`config.mk`:
```
export PLATFORM = sky130hd
export DESIGN_NAME = ultrasonic_distance_filter
export DESIGN_NICKNAME = d
export VERILOG_FILES = /design/src/rtl/ultrasonic_distance_filter.sv
export SDC_FILE = /design/constraint.sdc
export NUM_CORES = 1
export LEC_CHECK = 0
export ABC_AREA = 1
export CORE_ASPECT_RATIO = 2
export CORE_MARGIN = 3
export CORE_UTILIZATION = 30
export DETAILED_ROUTE_END_ITERATION = 10
export PLACE_DENSITY_LB_ADDON = 0.15
export SYNTH_ARGS = -nofsm -noshare
export SYNTH_HDL_FRONTEND = slang
export SYNTH_SLANG_ARGS = --single-unit
```
`constraint.sdc`:
```
create_clock -name clk -period 4.7 [get_ports clk]
set_input_delay 0.94 -clock clk [delete_from_list [all_inputs] [get_ports clk]]
set_output_delay 0.94 -clock clk [all_outputs]
set_load 0.01 [all_outputs]
```
`src/rtl/ultrasonic_distance_filter.sv`:
```
// Range-stream cleaner: drops no-echo codes, rejects single-shot outliers and keeps a
// DEPTH-sample rounded moving average. Two stages: S1 classifies, S2 updates the window.
module ultrasonic_distance_filter #(
  parameter int W             = 8,
  parameter int DEPTH         = 8,
  parameter int MAX_JUMP      = 20,
  parameter int REJECT_LIMIT  = 3,
  parameter int NO_ECHO_LIMIT = 4
) (
  input  logic         clk,
  input  logic         reset_n,
  input  logic [W-1:0] raw_distance,
  input  logic         dist_valid,
  output logic [W-1:0] avg_distance,
  output logic         avg_valid,
  output logic         seeded,
  output logic         no_target
);

  localparam int LG = $clog2(DEPTH);
  localparam int SW = W + LG;
  localparam int RW = $clog2(REJECT_LIMIT + 1);
  localparam int NW = $clog2(NO_ECHO_LIMIT + 1);

  logic [W-1:0]  r_win [DEPTH];
  logic [SW-1:0] r_sum;
  logic [LG-1:0] r_ptr;
  logic [RW-1:0] r_rej;
  logic [NW-1:0] r_ne;
  logic [W-1:0]  r_avg;
  logic          r_avg_valid;
  logic          r_seeded;
  logic          r_no_target;

  logic          r_s1_valid;
  logic [W-1:0]  r_s1_sample;
  logic          r_s1_invalid;
  logic          r_s1_far;

  logic [W:0]    w_diff;
  logic [W:0]    w_absdiff;
  logic          w_invalid;
  logic          w_far;
  logic          w_good;
  logic          w_seed;
  logic          w_acc;
  logic          w_rej;
  logic [W-1:0]  w_old;
  logic [SW:0]   w_sum_wide;
  logic [SW-1:0] w_sum_acc;
  logic [SW:0]   w_round;
  logic [W-1:0]  w_avg_acc;
  logic [NW-1:0] w_ne_next;

  // S1: classify against the average currently on the output (may lag by two updates)
  always_comb begin
    w_diff    = {1'b0, raw_distance} - {1'b0, r_avg};
    w_absdiff = w_diff[W] ? (~w_diff + {{W{1'b0}}, 1'b1}) : w_diff;
    w_far     = w_absdiff > (W+1)'(MAX_JUMP);
    w_invalid = (raw_distance == '0) || (raw_distance == '1);
  end

  always_comb begin
    w_good     = r_s1_valid && !r_s1_invalid;
    w_seed     = w_good && (!r_seeded || (r_s1_far && (r_rej == RW'(REJECT_LIMIT - 1))));
    w_rej      = w_good && !w_seed && r_s1_far;
    w_acc      = w_good && !w_seed && !r_s1_far;
    w_old      = r_win[r_ptr];
    w_sum_wide = {1'b0, r_sum} + {{(LG+1){1'b0}}, r_s1_sample} - {{(LG+1){1'b0}}, w_old};
    w_sum_acc  = w_sum_wide[SW-1:0];
    w_round    = {1'b0, w_sum_acc} + (SW+1)'(DEPTH / 2);
    w_avg_acc  = w_round[LG +: W];
    w_ne_next  = (r_ne == NW'(NO_ECHO_LIMIT)) ? r_ne : r_ne + NW'(1);
  end

  always_ff @(posedge clk) begin
    if (!reset_n) begin
      r_s1_valid   <= 1'b0;
      r_s1_sample  <= '0;
      r_s1_invalid <= 1'b0;
      r_s1_far     <= 1'b0;
      r_sum        <= '0;
      r_ptr        <= '0;
      r_rej        <= '0;
      r_ne         <= '0;
      r_avg        <= '0;
      r_avg_valid  <= 1'b0;
      r_seeded     <= 1'b0;
      r_no_target  <= 1'b0;
    end else begin
      r_s1_valid   <= dist_valid;
      r_s1_sample  <= raw_distance;
      r_s1_invalid <= w_invalid;
      r_s1_far     <= w_far;
      r_avg_valid  <= w_seed || w_acc;
      if (r_s1_valid && r_s1_invalid) begin
        r_ne        <= w_ne_next;
        r_no_target <= (w_ne_next == NW'(NO_ECHO_LIMIT));
      end else if (r_s1_valid) begin
        r_ne        <= '0;
        r_no_target <= 1'b0;
      end
      if (w_seed) begin
        r_sum    <= {r_s1_sample, {LG{1'b0}}};
        r_ptr    <= '0;
        r_rej    <= '0;
        r_seeded <= 1'b1;
        r_avg    <= r_s1_sample;
      end else if (w_acc) begin
        r_sum <= w_sum_acc;
        r_ptr <= r_ptr + LG'(1);
        r_rej <= '0;
        r_avg <= w_avg_acc;
      end else if (w_rej) begin
        r_rej <= r_rej + RW'(1);
      end
    end
  end

  // Window storage has no reset; its contents only matter once seeded.
  always_ff @(posedge clk) begin
    if (reset_n) begin
      if (w_seed) begin
        for (int i = 0; i < DEPTH; i++) r_win[i] <= r_s1_sample;
      end else if (w_acc) begin
        r_win[r_ptr] <= r_s1_sample;
      end
    end
  end

  assign avg_distance = r_avg;
  assign avg_valid    = r_avg_valid;
  assign seeded       = r_seeded;
  assign no_target    = r_no_target;

endmodule
```
==> qor.yml <==
global_routing:
  antenna_found_initial: 0
  grt_start_max_net_pins: 33
  grt_pass1_vias: 4960
  global_route_overflow: 0
  grt_pass1_wl_mm: 25.70
  track_usage_pct: 15.31
floorplan:
  die-height_um: 206.6
  rows: 72
  die_width_um: 106.3
  area_of_the_core_um2: 19550
  start_util_pct: 30.89
  io_pins: 22
  design.die.area_um2: 21970
placed_design:
  io_buffers: 21
  gp_routability_congestion: 0.8715
  placedInstanceArea_um2: 6565
  detailedPlace.worstSlack_ns: 0.8411
  place_hpwl_mm: 12.42
  place_inst: 997
route:
  drt_iter0_markers: 191
  route.detailed.drc: 0
  dr.pass1.iters: 5
  drt-vias-per-instance: 4.756
  wire_per_inst_um: 15.79
  routed_wl_mm: 15.99
  vias: 4818
  final_antenna_net_count: 0
synth:
  yosysTopAreaCellShare_pct: 31.83
  synth_enable_flop_cells: 64
  synth-main-ff-cell: "sky130_fd_sc_hd__edfxtp_1"
  synth_largest_area_cell: "sky130_fd_sc_hd__edfxtp_1"
  cell_area_after_technology_mapping_um2: 6038
  synth_async_sr_flop_share_pct: 0
  postSynthNetCount: 768
  gate_count_after_technology_mapping: 723
  synth_top_cells_by_area: "sky130_fd_sc_hd__edfxtp_1, sky130_fd_sc_hd__dfxtp_1, sky130_fd_sc_hd__nand2_1"
  post_synth.cell_area_avg_um2: 8.352
  post_synth_num_cell_types: 39
  ys_seq_area_share_pct: 46.42
  yosys_register_bits: 108
  synthesis.yosys.warnings: 0
critical_path:
  cpPeakStageDelay_ns: 0.63
  crit_path_end: "avg_distance[5]$_SDFFE_PN0P_"
  worst_path_max_delay_cell: "sky130_fd_sc_hd__inv_1"
  critical_path.startpoint_type: "register"
  classification_of_the_worst_setup_path: "register to register"
  end_kind: "register"
  crit_chain: "inv_1, o21ai_0, o22ai_1, nor2_1, a31oi_1, ha_1, inv_1, ha_1, inv_1, fa_1, xnor2_2, ha_1, inv_1, nor2_4, nand2_4, nor2_4, nand2_1, a31oi_1, nor2_1"
  worstReg2RegEnd: "avg_distance[5]$_SDFFE_PN0P_"
  arrival_ns: 4.11
  crit_top_cell: "sky130_fd_sc_hd__inv_1"
  crit_path_max_fanout: 32
  setup.reg_to_reg.worst_slack_ns: 0.80
  cp.required_ns: 4.91
  reg2reg_depth: 19
sta:
  worst_slack_ns: 0.8036
  finalSetupViolations: 0
  final-max-slew-violation-count: 0
  worstMarginPinSlew_ns: 1.052
  final.min_clock_period_ns: 3.896
  max_slew_margin_pct: 29.60
  tns_ns: 0
  highest_clock_rate_mhz: 256.6
  worst_hold_slack_ns: 0.4726
  finClkSkew_ns: 0.008296
  finalHoldViolations: 0
  fin_crit_sh_pct: 82.90
  grt_setup_unrepaired: "no"
layout:
  postLayoutCellArea_um2: 6872
  final_common_cell: "sky130_fd_sc_hd__nand2_1"
  post_route_cells_drive_above_1_share_pct: 10.34
  layout-area-overhead-vs-synth_pct: 13.80
  layout.cells.non_filler: 1013
  antennaDiodeCount: 0
  finish.net_count: 794
  mostFrequentLayoutCells: "sky130_fd_sc_hd__nand2_1, sky130_fd_sc_hd__inv_1, sky130_fd_sc_hd__nor2_1"
pwr:
  power.clock.fraction_pct: 34.7
  internal_power_mw: 1.605
  vdd_drop_max_mv: 0.1925
  swShare_pct: 29.62
  seqPwrFrac_pct: 46.3
  power.static_leakage_nw: 2.876
  power.combinational.fraction_pct: 19.0
  power_density_nw_per_um2: 331.9
  net-switching-power_mw: 0.6756
job:
  cap_violations: 0
worst_hold_path:
  timing.hold.worst.class: "register to register"
clocking:
  post_cts.repair.setup_buffers: 0
  clock_insertion_delay_worst_skew_ns: 0.35
  clock_path_buffers: 2
  cts.sink_count: 108
  cts_made_buffers: 9
  clock_tree.htree_level_count: 3
  cts_repair_resize_count: 0
  root_buffer: "sky130_fd_sc_hd__clkbuf_16"
  cts_tree: "built"
  postCtsHoldBufs: 0
  clk_pin_slew_worst_paths_ns: 0.08
outcome:
  run_status: "completed"
## power groups by stage
| stage | Sequential, mW | Clock, mW | Combinational (mW) |
|---|---|---|---|
| after CTS | 1.06 | 0.808 | 0.439 |
| final | 1.06 | 0.791 | 0.434 |
| after global placement | 1.08 | 0 | 0.432 |
| after floorplan | 1.07 | 0 | 0.323 |
| after global routing | 1.06 | 0.840 | 0.494 |
| after detailed placement | 1.08 | 0 | 0.437 |
## through the flow
stage | power [mW] | util [%]
after floorplan | 1.393 | -
after global placement | 1.510 | 33.58
after detailed placement | 1.515 | 33.58
after CTS | 2.304 | 35.15
after global routing | 2.394 | 35.15
final | 2.281 | 35.15
## synthesized netlist by cell type, types with 15 or more instances
| cell type | number |
|---|---|
| sky130_fd_sc_hd__a21oi_1 | 22 |
| sky130_fd_sc_hd__a31oi_1 | 15 |
| sky130_fd_sc_hd__dfxtp_1 | 44 |
| sky130_fd_sc_hd__edfxtp_1 | 64 |
| sky130_fd_sc_hd__ha_1 | 25 |
| sky130_fd_sc_hd__inv_1 | 115 |
| sky130_fd_sc_hd__nand2_1 | 141 |
| sky130_fd_sc_hd__nand2_2 | 16 |
| sky130_fd_sc_hd__nand3_1 | 35 |
| sky130_fd_sc_hd__nor2_1 | 85 |
| sky130_fd_sc_hd__o21ai_0 | 57 |
## kinds of logic after synthesis
| family | Yosys count | share of synthesized area, % |
|---|---|---|
| adder cells (fa/ha/maj) | 34 | 8.164 |
| buffers and inverters | 143 | 9.511 |
| XOR/XNOR | 7 | 1.140 |
| AO/OA/AOI/OAI | 120 | 11.25 |
| AND/OR/NAND/NOR | 311 | 23.52 |
| flip-flops | 108 | 46.42 |
## sequential cells by signal (all words and copies together) (netlist names), named ones only
name          cells
r_win            64
r_ne              3
r_s1_invalid      1
avg_distance      8
r_s1_valid        1
r_s1_far          1
avg_valid         1
r_s1_sample       8
r_sum            11
r_rej             2
r_ptr             3
seeded            1
no_target         1
## metal layers
metal	wire, um	vias up	global-route usage (%)
met3	333	28	2.054
met1	5569	2317	14.53
met5	0	-	0
met2	9529	66	31.26
li1	-	2407	-
met4	561	0	7.365
## critical path, delay by kind of cell, from the launching register on
family                   cells  cell delay (ns)
adder cells (fa/ha/maj)      4             1.13
buffers and inverters        4             0.84
AO/OA/AOI/OAI                4             0.71
AND/OR/NAND/NOR              6             0.50
flip-flops                   1             0.31
XOR/XNOR                     1             0.24
## area by class of cell
cell class | instances | area (um2)
multi-input cells | 472 | 2669
inverters | 125 | 469.2
clock inverters | 7 | 81.33
flip-flops and latches | 108 | 2803
clock buffers | 9 | 225.2
repair buffers | 33 | 300.3
well taps | 259 | 324.1
fillers | 2078 | 12680
## how the worst min path moves through the flow
| stage | startpoint | to | slack, ns | cells past startpoint |
|---|---|---|---|---|
| after detailed placement | r_rej[0]$_SDFFE_PP0P_ | r_rej[0]$_SDFFE_PP0P_ | 0.46 | 2 |
| after floorplan | r_rej[0]$_SDFFE_PP0P_ | r_rej[0]$_SDFFE_PP0P_ | 0.44 | 2 |
| after global routing | r_rej[1]$_SDFFE_PP0P_ | r_rej[1]$_SDFFE_PP0P_ | 0.51 | 2 |
| final | r_rej[0]$_SDFFE_PP0P_ | r_rej[0]$_SDFFE_PP0P_ | 0.47 | 2 |
| after global placement | r_rej[0]$_SDFFE_PP0P_ | r_rej[0]$_SDFFE_PP0P_ | 0.45 | 2 |
| after CTS | r_rej[0]$_SDFFE_PP0P_ | r_rej[0]$_SDFFE_PP0P_ | 0.48 | 2 |
Power figures use the tool's default switching activity.
